--- config.mk ---
export PLATFORM = sky130hd
export DESIGN_NAME = sd_cmd_engine
export DESIGN_NICKNAME = d
export VERILOG_FILES = /design/src/rtl/sd_cmd_pkg.sv /design/src/rtl/sd_crc7.sv /design/src/rtl/sd_cmd_engine.sv
export SDC_FILE = /design/constraint.sdc
export NUM_CORES = 1
export LEC_CHECK = 0
export BUFFER_PORTS_ARGS = -buffer_cell sky130_fd_sc_hd__buf_2
export CORE_UTILIZATION = 30
export DETAILED_ROUTE_END_ITERATION = 12
export PLACE_DENSITY = 0.54
export SYNTH_ARGS = -nofsm -noshare
export SYNTH_HDL_FRONTEND = slang
export SYNTH_SLANG_ARGS = --single-unit
--- constraint.sdc ---
create_clock -name clk -period 2.03 [get_ports clk]
set_input_delay 0.406 -clock clk [delete_from_list [all_inputs] [get_ports clk]]
set_output_delay 0.406 -clock clk [all_outputs]
set_load 0.02 [all_outputs]
--- src/rtl/sd_cmd_pkg.sv ---
// Shared constants, FSM encoding and CRC7 step function for the SD command engine.
package sd_cmd_pkg;

  localparam logic [1:0] RESP_NONE = 2'b00;
  localparam logic [1:0] RESP_136  = 2'b01;
  localparam logic [1:0] RESP_48   = 2'b10;
  localparam logic [1:0] RESP_48B  = 2'b11;

  localparam int FRAME_LEN = 48;
  localparam int LONG_LEN  = 136;

  localparam logic [6:0] CRC7_POLY = 7'h09;

  typedef enum logic [2:0] {
    ST_IDLE,
    ST_SEND,
    ST_WAIT_RESP,
    ST_RECV,
    ST_DONE
  } state_e;

  // One serial CRC7 step; the feedback is the incoming bit xor the register MSB.
  function automatic logic [6:0] crc7_step(input logic [6:0] crc, input logic bit_in);
    logic fb;
    fb = bit_in ^ crc[6];
    return {crc[5:0], 1'b0} ^ (fb ? CRC7_POLY : 7'h00);
  endfunction

endpackage

--- src/rtl/sd_crc7.sv ---
// Serial CRC7 (x^7 + x^3 + 1) accumulator; clear has priority over enable.
module sd_crc7 import sd_cmd_pkg::*; (
  input  logic       clk,
  input  logic       reset,
  input  logic       clear,
  input  logic       en,
  input  logic       bit_in,
  output logic [6:0] crc
);

  logic [6:0] crc_q, crc_d;

  always_comb begin
    crc_d = crc_q;
    if (clear) begin
      crc_d = 7'h00;
    end else if (en) begin
      crc_d = crc7_step(crc_q, bit_in);
    end
  end

  always_ff @(posedge clk) begin
    if (reset) begin
      crc_q <= 7'h00;
    end else begin
      crc_q <= crc_d;
    end
  end

  assign crc = crc_q;

endmodule

--- src/rtl/sd_cmd_engine.sv ---
// SD CMD-line engine: serialises a 48-bit command with CRC7 and captures the card response.
// Define SD_CMD_RESP_CRC_EN to check CRC7 on 48-bit responses; otherwise crc_err stays 0.
module sd_cmd_engine import sd_cmd_pkg::*; #(
  parameter int RESP_TIMEOUT = 64,
  parameter int TO_W         = 7
) (
  input  logic         clk,
  input  logic         reset,
  input  logic         start,
  input  logic [5:0]   cmd_index,
  input  logic [31:0]  argument,
  input  logic [1:0]   resp_type,
  input  logic         cmd_in,
  output logic         cmd_out,
  output logic         cmd_oe,
  output logic         busy,
  output logic         done,
  output logic [127:0] response,
  output logic         timeout_err,
  output logic         crc_err,
  output logic         end_err,
  output logic         index_err
);

  state_e          state_q, state_d;
  logic [39:0]     tx_q, tx_d;
  logic [5:0]      tx_cnt_q, tx_cnt_d;
  logic [7:0]      rx_cnt_q, rx_cnt_d;
  logic [126:0]    rx_q, rx_d;
  logic [TO_W-1:0] to_q, to_d;
  logic [5:0]      idx_q, idx_d;
  logic [1:0]      type_q, type_d;
  logic [127:0]    resp_q, resp_d;
  logic            to_err_q, to_err_d, crc_err_q, crc_err_d;
  logic            end_err_q, end_err_d, idx_err_q, idx_err_d;

  logic            accept, tx_crc_en, rx_crc_bad, is_long;
  logic [6:0]      tx_crc;
  logic [2:0]      crc_sel;
  logic [127:0]    rx_next;

  assign accept    = (state_q == ST_IDLE) && start;
  assign is_long   = (type_q == RESP_136);
  assign rx_next   = {rx_q, cmd_in};
  assign crc_sel   = 3'(6'd46 - tx_cnt_q);
  assign tx_crc_en = (state_q == ST_SEND) && (tx_cnt_q < 6'd40);

  sd_crc7 u_tx_crc (
    .clk    (clk),
    .reset  (reset),
    .clear  (accept),
    .en     (tx_crc_en),
    .bit_in (tx_q[39]),
    .crc    (tx_crc)
  );

`ifdef SD_CMD_RESP_CRC_EN
  logic       rx_crc_en;
  logic [6:0] rx_crc;
  // The start bit is the first CRC-covered bit and is seen while still in WAIT_RESP.
  assign rx_crc_en = ((state_q == ST_WAIT_RESP) && !cmd_in) ||
                     ((state_q == ST_RECV) && (rx_cnt_q < 8'd40));
  sd_crc7 u_rx_crc (
    .clk    (clk),
    .reset  (reset),
    .clear  (accept),
    .en     (rx_crc_en),
    .bit_in (cmd_in),
    .crc    (rx_crc)
  );
  assign rx_crc_bad = (rx_crc != rx_next[7:1]);
`else
  logic unused_rx_crc_bits;
  assign unused_rx_crc_bits = ^rx_next[7:1];
  assign rx_crc_bad = 1'b0;
`endif

  always_comb begin
    state_d   = state_q;
    tx_d      = tx_q;
    tx_cnt_d  = tx_cnt_q;
    rx_cnt_d  = rx_cnt_q;
    rx_d      = rx_q;
    to_d      = to_q;
    idx_d     = idx_q;
    type_d    = type_q;
    resp_d    = resp_q;
    to_err_d  = to_err_q;
    crc_err_d = crc_err_q;
    end_err_d = end_err_q;
    idx_err_d = idx_err_q;
    cmd_out   = 1'b1;
    cmd_oe    = 1'b0;
    done      = 1'b0;
    case (state_q)
      ST_IDLE: begin
        if (start) begin
          state_d   = ST_SEND;
          tx_d      = {2'b01, cmd_index, argument};
          tx_cnt_d  = 6'd0;
          idx_d     = cmd_index;
          type_d    = resp_type;
          to_err_d  = 1'b0;
          crc_err_d = 1'b0;
          end_err_d = 1'b0;
          idx_err_d = 1'b0;
        end
      end
      ST_SEND: begin
        cmd_oe   = 1'b1;
        tx_cnt_d = tx_cnt_q + 6'd1;
        if (tx_cnt_q < 6'd40) begin
          cmd_out = tx_q[39];
          tx_d    = {tx_q[38:0], 1'b0};
        end else if (tx_cnt_q < 6'd47) begin
          cmd_out = tx_crc[crc_sel];
        end
        if (tx_cnt_q == 6'(FRAME_LEN - 1)) begin
          state_d = (type_q == RESP_NONE) ? ST_DONE : ST_WAIT_RESP;
          to_d    = TO_W'(1);
        end
      end
      ST_WAIT_RESP: begin
        // to_q counts cycles since the end bit; DONE lands RESP_TIMEOUT cycles after it.
        if (!cmd_in) begin
          state_d  = ST_RECV;
          rx_d     = rx_next[126:0];
          rx_cnt_d = 8'd1;
        end else if (to_q == TO_W'(RESP_TIMEOUT - 1)) begin
          state_d  = ST_DONE;
          to_err_d = 1'b1;
        end else begin
          to_d = to_q + TO_W'(1);
        end
      end
      ST_RECV: begin
        rx_d     = rx_next[126:0];
        rx_cnt_d = rx_cnt_q + 8'd1;
        if (rx_cnt_q == (is_long ? 8'(LONG_LEN - 1) : 8'(FRAME_LEN - 1))) begin
          state_d   = ST_DONE;
          end_err_d = ~cmd_in;
          if (is_long) begin
            resp_d = {8'h00, rx_next[127:8]};
          end else begin
            resp_d    = {96'h0, rx_next[39:8]};
            idx_err_d = (rx_next[45:40] != idx_q);
            crc_err_d = rx_crc_bad;
          end
        end
      end
      ST_DONE: begin
        done    = 1'b1;
        state_d = ST_IDLE;
      end
      default: state_d = ST_IDLE;
    endcase
  end

  always_ff @(posedge clk) begin
    if (reset) begin
      state_q   <= ST_IDLE;
      tx_q      <= '0;
      tx_cnt_q  <= '0;
      rx_cnt_q  <= '0;
      rx_q      <= '0;
      to_q      <= '0;
      idx_q     <= '0;
      type_q    <= RESP_NONE;
      resp_q    <= '0;
      to_err_q  <= 1'b0;
      crc_err_q <= 1'b0;
      end_err_q <= 1'b0;
      idx_err_q <= 1'b0;
    end else begin
      state_q   <= state_d;
      tx_q      <= tx_d;
      tx_cnt_q  <= tx_cnt_d;
      rx_cnt_q  <= rx_cnt_d;
      rx_q      <= rx_d;
      to_q      <= to_d;
      idx_q     <= idx_d;
      type_q    <= type_d;
      resp_q    <= resp_d;
      to_err_q  <= to_err_d;
      crc_err_q <= crc_err_d;
      end_err_q <= end_err_d;
      idx_err_q <= idx_err_d;
    end
  end

  assign busy        = (state_q == ST_SEND) || (state_q == ST_WAIT_RESP) || (state_q == ST_RECV);
  assign response    = resp_q;
  assign timeout_err = to_err_q;
  assign crc_err     = crc_err_q;
  assign end_err     = end_err_q;
  assign index_err   = idx_err_q;

endmodule

==> key figures, run 1 <==
Place
  – Pre-CTS setup slack: -0.0120 ns
  – Cells after DPL: 2,004
  – Number of port buffers: 170
  – Routability Congestion: about 0.77
  – HPWL Detailed: 18.4 mm

Clock network
  – Hold Buf Count CTS: 0
  – CTS clk-pin slew, worst paths: roughly 0.05 ns
  – TritonCTS Buffers: 37
  – CTS tree: done
  – Skew-Pair Late Insertion Delay: 0.53 ns
  – Clock sinks: 329
  – Root Driver: clkbuf_16
  – H-tree depth reported by CTS: 2
  – Clock Path Buffers: 3

STA
  – Worst-Margin Slew: 0.634 ns
  – Slew Viols, Final: 0
  – Clk_skew: 0.00804 ns
  – Unrepaired setup endpoints after global routing: yes
  – Tcrit/Tclk final: 122%
  – Final setup margin: -0.445 ns
  – Hold Fails Final Rpt: 0
  – Relative slew slack: 57.6%
  – Setup-failing EPs final: 1
  – Max Freq: 404 MHz
  – Final Critical Period: around 2.5 ns
  – Worst hold slack: 0.117 ns

Drt
  – Vias per inst: 4.72
  – Routed Antenna Nets: 0
  – Routed WL: 31.0 mm
  – 1st-pass router iterations: 5
  – Via count: roughly 9,900
  – Starting DRT DRC Count: around 500
  – DRC: 0
  – Wire per inst: 14.8 µm

Yosys
  – Register area share after synthesis: 55.1%
  – Synth top area cells: dfxtp_1 (55%), nand2_1 (13%), a21oi_1 (7.7%)
  – Synth area leader: dfxtp_1
  – Adder-Cell Fraction of Synth Area: less than 1%
  – Most frequent cell after synthesis: nand2_1
  – Cells after Synth: 1,380
  – Flop and latch count out of synthesis: 329
  – Syn_area_per_cell: 8.67 µm²
  – Netlist cell types: 60
  – Post-synth ARST share: 0%
  – Compound-Gate Fraction of Synth Area: 19.1%
  – Mux contribution to synthesized area: less than 1%
  – Synth Flop Type: dfxtp_1
  – Largest family of logic cells by synthesized area: simple AND/OR/NAND/NOR gates
  – Ys Warns: 0
  – Post-Synth Simple-Gate Area: about a fifth
  – Area share of the largest cell type after synthesis: between 50% and 60%
  – Number of enable flip-flop cells after synthesis: 0
  – Synth Area in XOR/XNOR: 0.952%
  – Post-synth top cells: nand2_1 (420), dfxtp_1 (329), a21oi_1 (185)
  – Synthesized area: roughly 0.012 mm²

Power and ir drop
  – Overall power: 17.7 mW
  – Power per cell area: 1170 mW/mm²
  – Clock share of power: between 30% and 40%
  – Pint: 12.4 mW
  – Lkg Pwr: approximately 5.9 nW
  – P_sw: 5.34 mW
  – Sw frac: 30.1%
  – Flop pwr share: 40.7%
  – Peak VDD IR: 1010 µV
  – Comb power frac: about 22%

GRT
  – Tot GR Track Use: 14.0%
  – First-pass GRT wire length: 47.0 mm
  – Largest net degree at the start of global routing: 83
  – Antenna violations before repair: 6
  – Vias in the first global route: ~9,000
  – Congestion Overflow GR: 0

Cells and area
  – Non-Filler Instances: 2,093
  – P&R area growth vs syn: 26.4%
  – Fillers: 3,996
  – Area occupied by multi-input gates: 0.00494 mm²
  – Layout cells sized above 1: 20.3%
  – Fin util: 38.8%
  – Layout Nets: around 1,600
  – FF+latch area: between 0.006 and 0.007 mm²

Status
  – Failing checks: negative setup slack
  – Outcome: finished, violations left

Floorplan
  – Initial core utilization: between 30% and 40%
  – I/O pins: 180
  – Die Y: 202 µm
  – Area of the die: 0.0407 mm²
  – Core box area: 0.0390 mm²
  – Placement Rows: 72
  – Die Width: 202 µm

Critical path
  – Crit path DAT: about 2.1 ns
  – Crit Path Class: flop to primary output
  – Crit-path max FO: 4
  – CP startpoint kind: flop
  – CP required: approximately 1.6 ns
  – CP Capture Type: primary output

Worst hold path
  – Hold Crit Class: input port to flop

Run
  – Number of max-cap violations: 0
-- power groups by stage --
stage | clock (mW) | combinational [mW] | sequential [mW]
after floorplan | 0 | 2.57 | 7.29
final | 6.67 | 3.86 | 7.22
after global routing | 7.15 | 4.29 | 7.28
after global placement | 0 | 3.60 | 7.34
after detailed placement | 0 | 3.64 | 7.35
after CTS | 6.89 | 3.72 | 7.22
-- through the flow --
stage	area (µm²)	TNS, ns
floorplan	12000	0
global placement	13500	0
detailed placement	13500	-0.0588
CTS	14800	-0.450
global route	15100	-0.624
finish	15100	-0.445
-- final timing paths --
path / start / end / slack [ns] / cells after the start
max: tx_cnt_q[0] / cmd_out / -0.45 / 5
min reg2reg: rx_q[3] / rx_q[4] / 0.45 / 2
max reg2reg: rx_cnt_q[3] / response[32] / 0.04 / 8
min: resp_type[0] / type_q[0] / 0.12 / 3
-- cell families after synthesis --
| family | after synthesis |
|---|---|
| xor gates and xnor gates | 13 |
| adders and majority gates | 3 |
| DFF | 329 |
| and+or+nand+nor | 563 |
| muxes | 9 |
| other | 1 |
| AOI/OAI and AO/OA | 344 |
| buffers and inverters | 118 |
-- cell type report --
class,instances,share of cell area (%)
Sequential cell,329,43.6
Multi-Input combinational cell,943,32.7
Timing Repair Buffer,235,11.3
Clock buffer,55,7.45
Tap cell,518,4.29
Clock inverter,7,0.612
Inverter,3,0.0910
Antenna cell,3,0.0496
-- cell usage in the layout, fill, tap and decap left out, drive strengths merged, types with 3 or more instances in the layout --
cell type / n
ha: 3
inv: 4
nand2: 420
xor2: 5
a21oi: 185
diode: 3
o21a: 5
nand3b: 4
clkbuf: 63
nand2b: 8
dfxtp: 329
or3: 3
nand3: 15
or2: 4
mux2i: 7
conb: 9
clkinv: 4
nor3: 5
nor4: 3
a311oi: 38
a22o: 88
buf: 227
o21ai: 7
xnor2: 8
a211oi: 8
nor2: 86
-- registers in the layout, summed over array words and instances, names as in the netlist --
register and cells:
type_q 2, idx_q 6, u_tx_crc.crc 7, to_q 7
rx_cnt_q 8, rx_q 127, tx_q 40, index_err 1
timeout_err 1, tx_cnt_q 6, response 120, end_err 1
state_q 3
-- critical path, cell delays in order (launching register included) --
cell and delay, ns:
dfxtp_2 0.35, ha_4 0.29, mux4_2 0.32, nor4b_2 0.26, o31ai_1 0.13, buf_4 0.18
-- metal layers --
metal	up-vias	track usage [%]	part of all wire, %
met5	-	0	0.068
met4	4	4.71	1.8
met3	46	3.60	5.2
met2	204	21.1	44
met1	4591	19.3	48
li1	5034	-	-
-- repair_timing --
action | 4_1_cts | 5_1_grt
setup buffers | 4 | 9
setup endpoints to repair | 46 | 102
pin swaps | 1 | 4
cloned | 0 | 12
resized for setup | 10 | 8
Note: power is estimated with default switching activity, not from simulation.
==> inputs of run 2 (changes only) <==
--- a/config.mk
+++ b/config.mk
@@ -11,4 +11,5 @@
 export PLACE_DENSITY = 0.54
 export SYNTH_ARGS = -nofsm -noshare
 export SYNTH_HDL_FRONTEND = slang
+export SYNTH_HIERARCHICAL = 1
 export SYNTH_SLANG_ARGS = --single-unit
==> run 2 against run 1 <==
The flow still finishes with violations (negative setup slack); hold slack got worse by 0.0027 ns; maximum frequency rose by 5.1%; register-to-register slack improved by 0.10 ns; critical path type unchanged; critical endpoint unchanged; largest cell class unchanged.
==> key figures, run 2 <==
Status
  – Outcome: finished, violations left
  – Failing checks: negative setup slack

Power and ir drop
  – Overall power: 14.3 mW
  – Sw frac: 23.7%
  – Pint: 10.9 mW
  – Peak VDD IR: around 430 µV
  – P_sw: 3.38 mW
  – Power per cell area: about 940 mW/mm²
  – Comb power frac: 7.3%
  – Flop pwr share: 46.9%
  – Clock share of power: 45.8%
  – Lkg Pwr: 5.83 nW

Yosys
  – Post-synth ARST share: 0%
  – Cells after Synth: 1,396
  – Post-synth top cells: nand2_1 (356), dfxtp_1 (329), a21oi_1 (186)
  – Synth top area cells: dfxtp_1 (54%), nand2_1 (11%), a21oi_1 (7.6%)
  – Syn_area_per_cell: 8.77 µm²
  – Netlist cell types: 58
  – Ys Warns: 6
  – Number of enable flip-flop cells after synthesis: 0
  – Most frequent cell after synthesis: nand2_1
  – Synth Flop Type: dfxtp_1
  – Synth area leader: dfxtp_1
  – Synthesized area: 0.0122 mm²
  – Flop and latch count out of synthesis: between 300 and 400
  – Register area share after synthesis: 53.8%
  – Area share of the largest cell type after synthesis: 53.8%

Critical path
  – Crit-path max FO: 2
  – Crit path DAT: 1.95 ns
  – R2r startpoint: rx_cnt_q[0]
  – Worst reg2reg path depth: 6
  – CP Capture Type: primary output
  – Crit Path Class: flop to primary output
  – CP startpoint kind: flop
  – Reg-to-reg slack, setup: 0.14 ns
  – Worst R2R End: response[13]
  – CP required: 1.62 ns

Drt
  – Wire per inst: 15.1 µm
  – Routed WL: 31.6 mm
  – DRC: 0
  – Routed Antenna Nets: 0
  – Vias per inst: 4.90
  – Via count: 10,265
  – 1st-pass router iterations: 5
  – Starting DRT DRC Count: approximately 520

STA
  – Sum Neg Setup Slack: -0.359 ns
  – Tcrit/Tclk final: 116%
  – Final setup margin: -0.325 ns
  – Hold Fails Final Rpt: 0
  – Relative slew slack: roughly three fifths
  – Max Freq: 425 MHz
  – Unrepaired setup endpoints after global routing: yes
  – Slew Viols, Final: 0
  – Worst-Margin Slew: around 0.60 ns
  – Clk_skew: 0.0179 ns
  – Final Critical Period: about 2.4 ns
  – Setup-failing EPs final: 2

GRT
  – Largest net degree at the start of global routing: 106
  – Congestion Overflow GR: 0
  – First-pass GRT wire length: around 51 mm
  – Vias in the first global route: about 9,400
  – Tot GR Track Use: 15.0%
  – Antenna violations before repair: 2

Worst hold path
  – Min-delay src: argument[0]
  – Hold depth: 3
  – Hold Crit Class: input port to flop
  – Worst Hold Endpoint: tx_q[0]

Clock network
  – Root Driver: clkbuf_16
  – CTS clk-pin slew, worst paths: ~0.05 ns
  – TritonCTS Buffers: 38
  – Clock Path Buffers: 3
  – H-tree depth reported by CTS: 2
  – Hold Buf Count CTS: 0
  – CTS tree: done
  – Clock sinks: 329
  – Skew-Pair Late Insertion Delay: 0.54 ns

Floorplan
  – Die Y: 204 µm
  – Core box area: 0.0400 mm²
  – Initial core utilization: between 30% and 40%
  – Placement Rows: 73
  – I/O pins: 180
  – Area of the die: between 0.04 and 0.05 mm²
  – Die Width: 204 µm

Place
  – Cells after DPL: 2,016
  – Number of port buffers: 170
  – Pre-CTS setup slack: approximately 0.023 ns
  – HPWL Detailed: 19.6 mm
  – Routability Congestion: 0.786

Run
  – Number of max-cap violations: 0

Cells and area
  – Non-Filler Instances: around 2,100
  – Layout cells sized above 1: 19.7%
  – Largest register FFs: between 100 and 150
  – Most common cell after layout, fill and taps aside: nand2_1
  – Most frequent cells in the layout: nand2_1 (356), dfxtp_1 (324), a21oi_1 (186)
  – Reg with most FFs: rx_q
  – Layout Nets: roughly 1,600
  – Fin util: 38.0%
  – P&R area growth vs syn: 24.3%
run 2: worst max-delay path by stage:
stage               cells after the start   startpoint              end  slack (ns)
finish                                  5  tx_cnt_q[0]          cmd_out       -0.33
global route                            5  tx_cnt_q[0]          cmd_out       -0.40
detailed placement                      7  rx_cnt_q[0]    response[114]        0.02
floorplan                               8   state_q[0]  u_tx_crc/crc[3]        0.02
global placement                        7  rx_cnt_q[0]    response[100]        0.07
CTS                                     5  tx_cnt_q[0]          cmd_out       -0.38
run 2: logic make-up after synthesis:
kind of cell	after synthesis	synth area share [%]
mux	14	1.28
simple gates	520	18.3
xor+xnor	9	0.644
fa+ha+maj	3	0.307
buf+inv	137	4.79
compound gates	383	20.9
other cells	1	0.0306
flops	329	53.8
run 2: timing repair:
action                                  in CTS  in global routing
endpoints found under the setup margin       2                106
pin swaps                                    3                  2
resized for setup                           17                  9
buffers inserted                             6                  0
cloned                                       2                  0
run 2: cell type report:
class | instances | area (µm²)
diodes | 1 | 2.50
well taps | 525 | 657
clock buffers | 57 | 1140
flip-flops and latches | 329 | 6590
repair buffers | 225 | 1550
fillers | 4103 | 24800
clock inverters | 12 | 63.8
inverters | 7 | 31.3
multi-input cells | 938 | 5180
run 2: critical path, stage by stage (launching register included):
cell	delay [ns]
dfxtp_2	0.36
buf_6	0.11
mux4_2	0.50
o21ai_2	0.14
a32oi_2	0.12
buf_4	0.18
run 2: per-layer routing:
layer  GRT usage, %  wire (µm)  vias up
met5              0         13        -
met4           5.78        758        2
met3           3.57       1740       47
met2           23.3      14000      241
met1           20.0      15100     4780
li1               -          -     5195
run 2: through the flow:
step | hold WS [ns] | area [µm²]
finish | 0.114 | 15200
global route | 0.108 | 15200
CTS | 0.0821 | 15200
detailed placement | 0.446 | 13800
global placement | 0.435 | 13800
floorplan | 0.423 | 12300
run 2: power groups by stage:
stage / Clock (mW) / Combinational, mW / Sequential, mW
floorplan: 0 / 0.676 / 6.82
global placement: 0 / 0.928 / 6.83
detailed placement: 0 / 0.941 / 6.84
CTS: 6.78 / 1.05 / 6.70
global route: 7.02 / 1.17 / 6.72
finish: 6.54 / 1.04 / 6.70
==> inputs of run 3 (changes only) <==
--- a/config.mk
+++ b/config.mk
@@ -6,9 +6,9 @@
 export NUM_CORES = 1
 export LEC_CHECK = 0
 export BUFFER_PORTS_ARGS = -buffer_cell sky130_fd_sc_hd__buf_2
-export CORE_UTILIZATION = 30
+export CORE_UTILIZATION = 50
 export DETAILED_ROUTE_END_ITERATION = 12
-export PLACE_DENSITY = 0.54
+export PLACE_DENSITY = 0.79
 export SYNTH_ARGS = -nofsm -noshare
 export SYNTH_HDL_FRONTEND = slang
 export SYNTH_HIERARCHICAL = 1
==> run 3 against run 2 <==
Final cell count is 11% lower; non-clock buffer count is 6 lower; critical endpoint unchanged; global-route usage is 7.2 points higher; critical path depth stayed put; die area is 40% lower; setup slack better by 0.074 ns; sequential share of layout area is 1.5 points higher; the flow still finishes with violations (negative setup slack).
==> key figures, run 3 (synthesis gave the netlist of run 2 again) <==
Cells and area
  – Area occupied by multi-input gates: 0.00519 mm²
  – Diode count: 0
  – Non-Filler Instances: roughly 1,900
  – Reg with most FFs: rx_q
  – Fillers: roughly 2,000
  – Layout cells sized above 1: roughly 19%
  – Layout Nets: 1,576
  – Most common cell after layout, fill and taps aside: nand2_1
  – Fin util: between 60 and 70%
  – P&R area growth vs syn: 20.1%
  – Largest register FFs: 127
  – Most frequent cells in the layout: nand2_1 (356), dfxtp_1 (322), a21oi_1 (186)
  – FF+latch area: between 0.006 and 0.007 mm²

Clock network
  – H-tree depth reported by CTS: 2
  – Skew-Pair Late Insertion Delay: 0.51 ns
  – CTS tree: done
  – Root Driver: clkbuf_16
  – Clock Path Buffers: 3
  – Hold Buf Count CTS: 0
  – Clock sinks: about 330
  – TritonCTS Buffers: 34
  – CTS clk-pin slew, worst paths: 0.06 ns

STA
  – Final Critical Period: about 2.3 ns
  – Slew Viols, Final: 0
  – Max Freq: 438 MHz
  – Unrepaired setup endpoints after global routing: yes
  – Clk_skew: approximately 0.022 ns
  – Relative slew slack: 62.0%
  – Tcrit/Tclk final: 112%
  – Hold Fails Final Rpt: 0
  – Worst-Margin Slew: around 0.57 ns
  – Final setup margin: -0.251 ns
  – Setup-failing EPs final: 1

Place
  – Number of port buffers: 170
  – Routability Congestion: 0.827
  – Cells after DPL: 1,801
  – HPWL Detailed: between 15 and 20 mm

Drt
  – Routed WL: between 20 and 30 mm
  – Wire per inst: around 15 µm
  – Routed Antenna Nets: 0
  – Via count: 10,467
  – Starting DRT DRC Count: 837
  – Vias per inst: 5.59
  – 1st-pass router iterations: 8
  – DRC: 0

GRT
  – Largest net degree at the start of global routing: 89
  – First-pass GRT wire length: approximately 46 mm
  – Vias in the first global route: roughly 9,400
  – Tot GR Track Use: between 20% and 30%
  – Antenna violations before repair: 1
  – Congestion Overflow GR: 0

Critical path
  – CP Buf/Inv Count: 1
  – CP startpoint kind: flop
  – Crit path DAT: 1.88 ns
  – Critical path's top delay family: flip-flops
  – CP max stage delay: 0.36 ns
  – Crit Path Class: flop to primary output
  – CP required: roughly 1.6 ns
  – CP max-delay cell: dfxtp_4
  – CP Capture Type: primary output
  – Crit-path max FO: 4
  – Worst path cell trace: ha_4 -> mux4_2 -> o21ai_1 -> a32oi_1 -> buf_4

Power and ir drop
  – Sw frac: 23.4%
  – Comb power frac: approximately 7.6%
  – P_sw: 3.18 mW
  – Overall power: 13.6 mW
  – Lkg Pwr: 5.71 nW
  – Power per cell area: 922 mW/mm²
  – Clock share of power: 42.9%
  – Flop pwr share: 49.5%
  – Pint: 10.4 mW
  – Peak VDD IR: 694 µV

Floorplan
  – I/O pins: 180
  – Initial core utilization: 51.5%
  – Die Width: 158 µm
  – Placement Rows: 56
  – Area of the die: 0.0251 mm²
  – Core box area: 0.0238 mm²
  – Die Y: 158 µm

Status
  – Outcome: finished, violations left
  – Failing checks: negative setup slack

Run
  – Number of max-cap violations: 0

Worst hold path
  – Hold Crit Class: input port to flop
run 3: changes by cell type in the layout (fill, tap and decap cells not counted), moves of 2 or more:
cell,previous run,this run
dfxtp_1,324,322
clkinvlp_4,0,3
buf_12,16,10
clkinv_2,11,8
buf_6,5,2
clkbuf_1,11,7
clkbuf_16,41,36
run 3: power groups by stage:
stage               Clock (mW)  Combinational, mW  Sequential [mW]
finish                    5.81               1.03             6.70
global route              6.20               1.15             6.72
CTS                       5.93               1.03             6.70
detailed placement           0              0.921             6.84
global placement             0              0.898             6.83
floorplan                    0              0.676             6.82
run 3: per-stage QoR:
step,worst slack (ns),hold WS (ns),setup TNS (ns),cell area (µm²)
after floorplan,0.0199,0.423,0,12300
after global placement,0.0659,0.429,0,13400
after detailed placement,-0.00369,0.436,-0.00848,13400
after CTS,-0.297,0.148,-0.324,14600
after global routing,-0.362,0.166,-0.362,14700
final,-0.251,0.166,-0.251,14700
run 3: worst reg2reg max path: stages, from the launching register on:
cell     delay [ns]
dfxtp_2        0.36
ha_4           0.15
nand2_1        0.09
or3_4          0.38
nor4_4         0.20
buf_4          0.21
buf_4          0.13
buf_8          0.19
a22o_1         0.15
run 3: per-layer routing:
layer | GRT usage (%) | share of wire [%]
met1 | 30.0 | 45
met2 | 36.1 | 47
met3 | 4.25 | 6.3
met4 | 6.41 | 1.5
met5 | 0 | 0
run 3: path summary, 6_finish.rpt:
check	from	endpoint	slack, ns	cells past startpoint
hold / removal	argument[27]	tx_q[27]	0.17	3
hold reg to reg	to_q[6]	to_q[6]	0.44	1
setup reg to reg	rx_cnt_q[1]	response[89]	0.13	8
setup / recovery	tx_cnt_q[0]	cmd_out	-0.25	5
run 3: layout make-up:
| cell class | instances | share of cell area [%] |
|---|---|---|
| sequential | 329 | 44.9 |
| multi-input combinational | 938 | 35.3 |
| timing repair buffer | 219 | 9.80 |
| clock buffer | 47 | 6.60 |
| tap | 319 | 2.71 |
| clock inverter | 12 | 0.485 |
| inverter | 7 | 0.213 |
run 3: timing repair:
item / CTS / global route
setup buffers: 4 / 3
setup endpoints to repair: 2 / 128
cloned: 2 / 3
pin swaps: 2 / 4
resized for setup: 14 / 16
